<file path="config.mk">
export PLATFORM = sky130hd
export DESIGN_NAME = call_stack
export DESIGN_NICKNAME = d
export VERILOG_FILES = /design/src/rtl/pic_pkg.sv /design/src/rtl/call_stack.sv
export SDC_FILE = /design/constraint.sdc
export NUM_CORES = 1
export LEC_CHECK = 0
export ABC_AREA = 1
export CAP_MARGIN = 20
export CORE_MARGIN = 10
export CORE_UTILIZATION = 41
export DETAILED_ROUTE_END_ITERATION = 8
export HOLD_SLACK_MARGIN = 0.08
export PLACE_DENSITY_LB_ADDON = 0.2
export SETUP_SLACK_MARGIN = 0.02
export SKIP_LAST_GASP = 1
export SLEW_MARGIN = 20
export SYNTH_ARGS = -nofsm -noshare
export SYNTH_HDL_FRONTEND = slang
export SYNTH_SLANG_ARGS = --single-unit
</file>
<file path="constraint.sdc">
create_clock -name clk -period 1.1 [get_ports clk]
set_input_delay 0.22 -clock clk [delete_from_list [all_inputs] [get_ports clk]]
set_output_delay 0.22 -clock clk [all_outputs]
set_load 0.005 [all_outputs]
</file>
<file path="src/rtl/pic_pkg.sv">
// rtl/pic_pkg.sv - shared PIC10F200 constants: PC width, stack depth, CALL/RETLW opcodes
package pic_pkg;

  localparam int PC_WIDTH    = 9;
  localparam int STACK_DEPTH = 2;
  localparam int INSTR_WIDTH = 12;

  // 12-bit encodings: CALL = 1001_kkkk_kkkk, RETLW = 1000_kkkk_kkkk
  localparam logic [3:0] OPC_CALL  = 4'b1001;
  localparam logic [3:0] OPC_RETLW = 4'b1000;

  function automatic logic is_call(input logic [INSTR_WIDTH-1:0] instr);
    return instr[INSTR_WIDTH-1 -: 4] == OPC_CALL;
  endfunction

  function automatic logic is_retlw(input logic [INSTR_WIDTH-1:0] instr);
    return instr[INSTR_WIDTH-1 -: 4] == OPC_RETLW;
  endfunction

endpackage

</file>
<file path="src/rtl/call_stack.sv">
// rtl/call_stack.sv - PIC10F200 return-address stack with occupancy status
// Sticky overflow/underflow flags are built only when CALL_STACK_FLAGS_EN is defined.
module call_stack
  import pic_pkg::*;
#(
  parameter int WIDTH = PC_WIDTH,
  parameter int DEPTH = STACK_DEPTH,
  localparam int CW   = $clog2(DEPTH + 1)
) (
  input  logic             clk,
  input  logic             rst,
  input  logic             stack_push,
  input  logic             stack_pop,
  input  logic [WIDTH-1:0] stack_in,
  input  logic             stack_flag_clr,
  output logic [WIDTH-1:0] stack_top,
  output logic [CW-1:0]    stack_count,
  output logic             stack_empty,
  output logic             stack_full,
  output logic             stack_ovf,
  output logic             stack_unf
);

  localparam logic [CW-1:0] DEPTH_C = CW'(DEPTH);
  localparam logic [CW-1:0] ONE_C   = CW'(1);

  logic [CW-1:0] count_q, count_d;
  logic          is_empty, is_full;
  logic          ovf_set, unf_set;

  assign is_empty = (count_q == '0);
  assign is_full  = (count_q == DEPTH_C);

  always_comb begin
    count_d = count_q;
    ovf_set = 1'b0;
    unf_set = 1'b0;
    if (stack_push && !stack_pop) begin
      count_d = is_full ? count_q : count_q + ONE_C;
      ovf_set = is_full;
    end else if (stack_pop && !stack_push) begin
      count_d = is_empty ? '0 : count_q - ONE_C;
      unf_set = is_empty;
    end else if (stack_push && stack_pop) begin
      count_d = is_empty ? ONE_C : count_q;
    end
  end

  always_ff @(posedge clk) begin
    if (rst) count_q <= '0;
    else     count_q <= count_d;
  end

  // Combined push+pop only replaces the top; the bottom level survives a pop (PIC copy-up).
  for (genvar i = 0; i < DEPTH; i++) begin : lvl
    logic [WIDTH-1:0] ent_q, ent_d;

    if (i == 0) begin : g_top
      always_comb begin
        ent_d = ent_q;
        if (stack_push)     ent_d = stack_in;
        else if (stack_pop) ent_d = lvl[1].ent_q;
      end
    end else if (i == DEPTH - 1) begin : g_bot
      always_comb begin
        ent_d = ent_q;
        if (stack_push && !stack_pop) ent_d = lvl[i-1].ent_q;
      end
    end else begin : g_mid
      always_comb begin
        ent_d = ent_q;
        if (stack_push && !stack_pop)      ent_d = lvl[i-1].ent_q;
        else if (stack_pop && !stack_push) ent_d = lvl[i+1].ent_q;
      end
    end

    always_ff @(posedge clk) begin
      if (rst) ent_q <= '0;
      else     ent_q <= ent_d;
    end
  end

  assign stack_top   = lvl[0].ent_q;
  assign stack_count = count_q;
  assign stack_empty = is_empty;
  assign stack_full  = is_full;

`ifdef CALL_STACK_FLAGS_EN
  logic ovf_q, ovf_d, unf_q, unf_d;

  // A set event in the same cycle as a clear wins.
  always_comb begin
    ovf_d = ovf_set | (ovf_q & ~stack_flag_clr);
    unf_d = unf_set | (unf_q & ~stack_flag_clr);
  end

  always_ff @(posedge clk) begin
    if (rst) begin
      ovf_q <= 1'b0;
      unf_q <= 1'b0;
    end else begin
      ovf_q <= ovf_d;
      unf_q <= unf_d;
    end
  end

  assign stack_ovf = ovf_q;
  assign stack_unf = unf_q;
`else
  logic [2:0] unused_flag_sigs;
  assign unused_flag_sigs = {stack_flag_clr, ovf_set, unf_set};
  assign stack_ovf = 1'b0;
  assign stack_unf = 1'b0;
`endif

endmodule

</file>
# [After elaboration in Yosys (flattened, before gate mapping)]
# Index checks and enable logic that the tools add are counted.
[totals] regBits=20 output_inout_bits=15
[classes] addsub=2 eq_ne=2 mux=8 n_reduce_logical=10
[op_table] op="2-to-1 mux 9 bit" count=2
[op_table] op="2-to-1 mux 2 bit" count=6
[op_table] op="nonzero test 3 bit" count=2
[op_table] op="logical AND 1 bit" count=3
[op_table] op="AND reduction 3 bit" count=1
[op_table] op="adder 2 x 1 -> 2 bit, second input constant" count=1
[op_table] op="equality test 2 bit, second input constant" count=1
[op_table] op="zero test 1 bit" count=2
[op_table] op="zero test 2 bit" count=1
[op_table] op="!= test 2 bit, second input constant" count=1
[op_table] op="nonzero test 2 bit" count=1
[op_table] op="subtractor 2 x 1 -> 2 bit, second input constant" count=1

# [Logic depth before layout (Yosys ltp)]
[logic_depth] word_depth=5 depth_mapped=9 mapped_depth_nobuf=9

# [Worst setup path before layout]
# No wires, ideal clock.
[synth_timing] path_type="flip-flop to flip-flop" start="register count_q[0], in the netlist stack_count[0]" end="register count_q[1], in the netlist stack_count[1]" setup_time_ns=0.111 t_arrival_ns=1.055 setup_slack_ns=-0.067 stages_incl_launch_ff=9 n_path_buf=0 period_less_slack_ns=1.167 cell_sequence="dfxtp_1 inv_1 ha_1 inv_1 nand3_2 nand2_1 inv_1 nor2_1 nor2_1"
[synth_lines] item="start, declared" line="call_stack.sv:27" text="logic [CW-1:0] count_q, count_d;"
[synth_lines] item="start signal, assigned" line="call_stack.sv:51" text="else count_q <= count_d;"
[synth_lines] item="equality test 2 bit" line="call_stack.sv:32" text="assign is_full = (count_q == DEPTH_C);"
[synth_lines] item="via stack_full" line="call_stack.sv:19" text="output logic stack_full,"
[synth_lines] item="!= test 2 bit (no line)"
[synth_lines] item="AND reduction 3 bit (no line)"
# The timed path passes the listed nets, and every way through them passes these cells. The select of a mux whose other input is x is not followed.
# A chain may end at the register's enable or synchronous reset.

# [Final worst setup path]
[layout_timing] start="register count_q[1], in the netlist stack_count[1]" end="output stack_empty"
[layout_via] elab_chain_len=1
[layout_lines] item="zero test 2 bit" line="call_stack.sv:31" text="assign is_empty = (count_q == '0);"
[layout_lines] item="end, declared" line="call_stack.sv:18" text="output logic stack_empty,"
# Every way passes these cells.

==> results.md <==
• 880 ps — Worst Path Required
• sky130_fd_sc_hd__nand2_1 — most frequently used cell type in the post-synthesis netlist
• 110% — period utilization
• 939 — number of global-route vias before repair
• -429 ps — pre-CTS setup slack
• 21 — largest net degree at the start of global routing
• 5 — setup violation total in the final timing report
• sky130_fd_sc_hd__nand2_1 (45), sky130_fd_sc_hd__nor2_1 (22), sky130_fd_sc_hd__dfxtp_1 (20), sky130_fd_sc_hd__inv_1 (15), sky130_fd_sc_hd__nand3_1 (12) — Commonest cells post-synth
• built — TritonCTS clock tree
• 68.7 microns — Chip Height
• stack_count[1] — startpoint of the most critical register-to-register path
• 2 — sum of buffers and inverters on the critical path
• 417 sq um — sequential cell area
• complete, but fails checks — run status
• 1440 sq um — Final Cell Area
• 400 ps — delay of the slowest cell on the worst path
• 0 — number of synthesized flops with an enable pin
• 25 — number of port buffers
• lvl[1].ent_q[6] — Hold Path Origin
• 41.2% — sequential-to-total area share from yosys stat
• 3970 microns — first-pass GRT wire length
• 2400 microns — Post-Route WL
• 120 ps — clock slew at the register clock pins of the worst setup and hold paths
• 204 — number of nets in the finished design
• 6.85 sq um — Syn Area/Cell
• output port — Crit. End Element
• 1250 nW/um^2 — power density of the placed cells
• 0 — antenna violations before repair
• 21 — post-synth cell types
• 1,000 — count of vias placed by the detailed router
• sky130_fd_sc_hd__dfxtp_1 — cell taking the most area after synthesis
• 0.829 GHz — maximum frequency from static timing analysis
• 0% — post-synthesis async set-or-reset flop share
• 7 — Register-to-Register Path Depth
• 48.4% — area growth from synthesis to final layout
• negative setup slack — violated checks
• 4 — router iterations before antenna repair
• 0 — synth warn
• sky130_fd_sc_hd__clkbuf_4 — master cell of the clock root buffer
• 0 — antenna viol nets, final
• 513 ps — worst hold slack
• 0.000781 uW — Static Leakage
• 0 — hold bufs inserted after CTS
• 0.670 ps — Worst Clk Skew
• 142 — number of cells produced by synthesis
• 11.2 microns — wire length per cell after detailed routing
• 68.7 microns — die width
• sky130_fd_sc_hd__dfxtp_1 (41%), sky130_fd_sc_hd__nand2_1 (17%), sky130_fd_sc_hd__nor2_1 (8.5%), sky130_fd_sc_hd__nand3_1 (6.2%), sky130_fd_sc_hd__inv_1 (5.8%) — main area contributors after synthesis
• 20 — iteration-0 DRC count of the detailed router
• 3 — total clock buffers created by CTS
• 0 — Max Cap Viol
• flip-flops — kind of cell adding the most delay to the critical path
• sky130_fd_sc_hd__dfxtp_1 — flip-flop cell with the highest count after synthesis
• true — unrepaired setup endpoints after global routing
• lvl[1].ent_q[6] — Min-Delay Endpoint
• 490 sq um — area of the multi-input gates
• 20 — Yosys reg bits
• 20 — clk sinks
• 64.6% — final core utilization
• reg2reg — Hold Crit Class
• 300 ps — source-to-sink clock delay at the later pin of the worst-skew pair
• 990 ps — data arrival time of the worst path
• 2230 sq um — Core Footprint
• 0.752 — Final Wtd Congestion
• 2 — worst hold path stage count
• 1 — # H-tree levels
• 17 — site row count
• -20 ps — worst-case register-to-register setup slack
• 0 — number of hold violations in the final report
• 2 — Clock Path Buffers
• 4.67 — detailed-route vias per instance
• reg2out — kind of critical path
• 0 — Diodes inserted
• -106 ps — post-route worst setup slack
• 195 — Fillers
• 4720 sq um — die outline area
• stack_count[1] — endpoint of the most critical register-to-register path
• 3 — highest net fanout along the worst path
• 41.2% — top-area cell type share of the netlist area
• 29 — number of top-level pins
• 0 — Post-route DRC
• 43.5% — effective utilization at floorplan
• 1210 ps — crit path time final
• 1340 sq um — placed standard-cell area
• inv_4 -> ha_4 -> buf_6 — Cell Chain, Critical Path
• flop — Setup crit start kind
• 972 sq um — Cell Area, Synth
• 1720 microns — HPWL Detailed
• sky130_fd_sc_hd__dfxtp_4 — worst-path cell with the longest stage delay
• 33.9% — fraction of final layout cells sized beyond drive strength 1
• 10.9% — Total GRT Usage
• 0 — Final Slew Violations
• 0.00110 V — maximum vdd ir drop
• 0 — sum of overflow across all layers after global routing
-- how the worst max path moves through the flow --
stage | startpoint | endpoint | cells past startpoint
floorplan | stack_count[1] | stack_count[0] | 8
CTS | stack_count[0] | stack_full | 3
global route | stack_count[0] | stack_full | 3
finish | stack_count[1] | stack_empty | 3
detailed placement | stack_push | stack_top[5] | 6
global placement | stack_push | stack_top[6] | 6
-- report_power, final --
part           internal, uW  switching [uW]  total, uW
clock network           368             232        601
logic                   209             185        394
registers               776            27.9        804
total                  1350             445       1800
-- sequential cells by signal, indices dropped and copies added, names as in the netlist --
register and cells:
lvl.ent_q 9, stack_count 2, stack_top 9
-- worst min-delay path, cell delays in order, from the launching register on --
cell and delay, ps:
sky130_fd_sc_hd__dfxtp_1 350, sky130_fd_sc_hd__o21ai_1 70, sky130_fd_sc_hd__nor2_1 70
-- metal layers --
metal	part of all wire [%]	track usage (%)	vias to the layer above
met5	0	0	-
met4	1.4	4.43	0
li1	-	-	514
met2	48	18.8	18
met3	6.7	3.38	5
met1	43	12.1	463
-- cell usage in the layout, fill, tap and decap left out --
cell type	count
sky130_fd_sc_hd__o21ai_0	3
sky130_fd_sc_hd__dfxtp_1	9
sky130_fd_sc_hd__clkdlybuf4s50_1	10
sky130_fd_sc_hd__nand2_1	43
sky130_fd_sc_hd__ha_4	2
sky130_fd_sc_hd__clkbuf_2	6
sky130_fd_sc_hd__dlygate4sd2_1	2
sky130_fd_sc_hd__inv_1	13
sky130_fd_sc_hd__clkbuf_4	3
sky130_fd_sc_hd__bufinv_16	1
sky130_fd_sc_hd__nor2_1	22
sky130_fd_sc_hd__nand3_2	1
sky130_fd_sc_hd__buf_6	4
sky130_fd_sc_hd__nor2_4	2
sky130_fd_sc_hd__buf_12	1
sky130_fd_sc_hd__dfxtp_4	1
sky130_fd_sc_hd__inv_4	2
sky130_fd_sc_hd__nand3_1	12
sky130_fd_sc_hd__dfxtp_2	10
sky130_fd_sc_hd__buf_2	4
sky130_fd_sc_hd__buf_4	19
sky130_fd_sc_hd__nand2_2	3
sky130_fd_sc_hd__ha_1	1
sky130_fd_sc_hd__o21ai_1	6
sky130_fd_sc_hd__conb_1	2
sky130_fd_sc_hd__nor2_8	1
sky130_fd_sc_hd__inv_2	3
-- logic make-up after synthesis --
kind of cell / count (synthesis) / share of synthesized area (%)
AND/OR/NAND/NOR: 84 / 37.6
AO/OA/AOI/OAI: 9 / 4.63
buffers and inverters: 25 / 12.4
adder cells (fa/ha/maj): 3 / 3.86
flip-flops: 20 / 41.2
other: 1 / 0.386
-- repair_timing --
action / CTS / global route
setup endpoints to repair: 33 / 13
buffers inserted: 7 / 0
resized for setup: 59 / 12
pin swaps: 2 / 1
-- final cells by class --
cell class                      count  area share (%)
Sequential cell                    20            28.9
Clock inverter                      1            2.08
Tap cell                           28            2.43
Timing Repair Buffer               46            26.0
Clock buffer                        3            1.56
Multi-Input combinational cell     98            34.0
Inverter                           18            5.03
-- per-stage QoR --
step,instances,TNS [ps],power [uW]
after floorplan,143,0,993
after global placement,203,-7210,1180
after detailed placement,203,-8100,1180
after CTS,214,-263,1800
after global routing,214,-605,1900
final,214,-265,1800
Power figures use the tool's default switching activity.
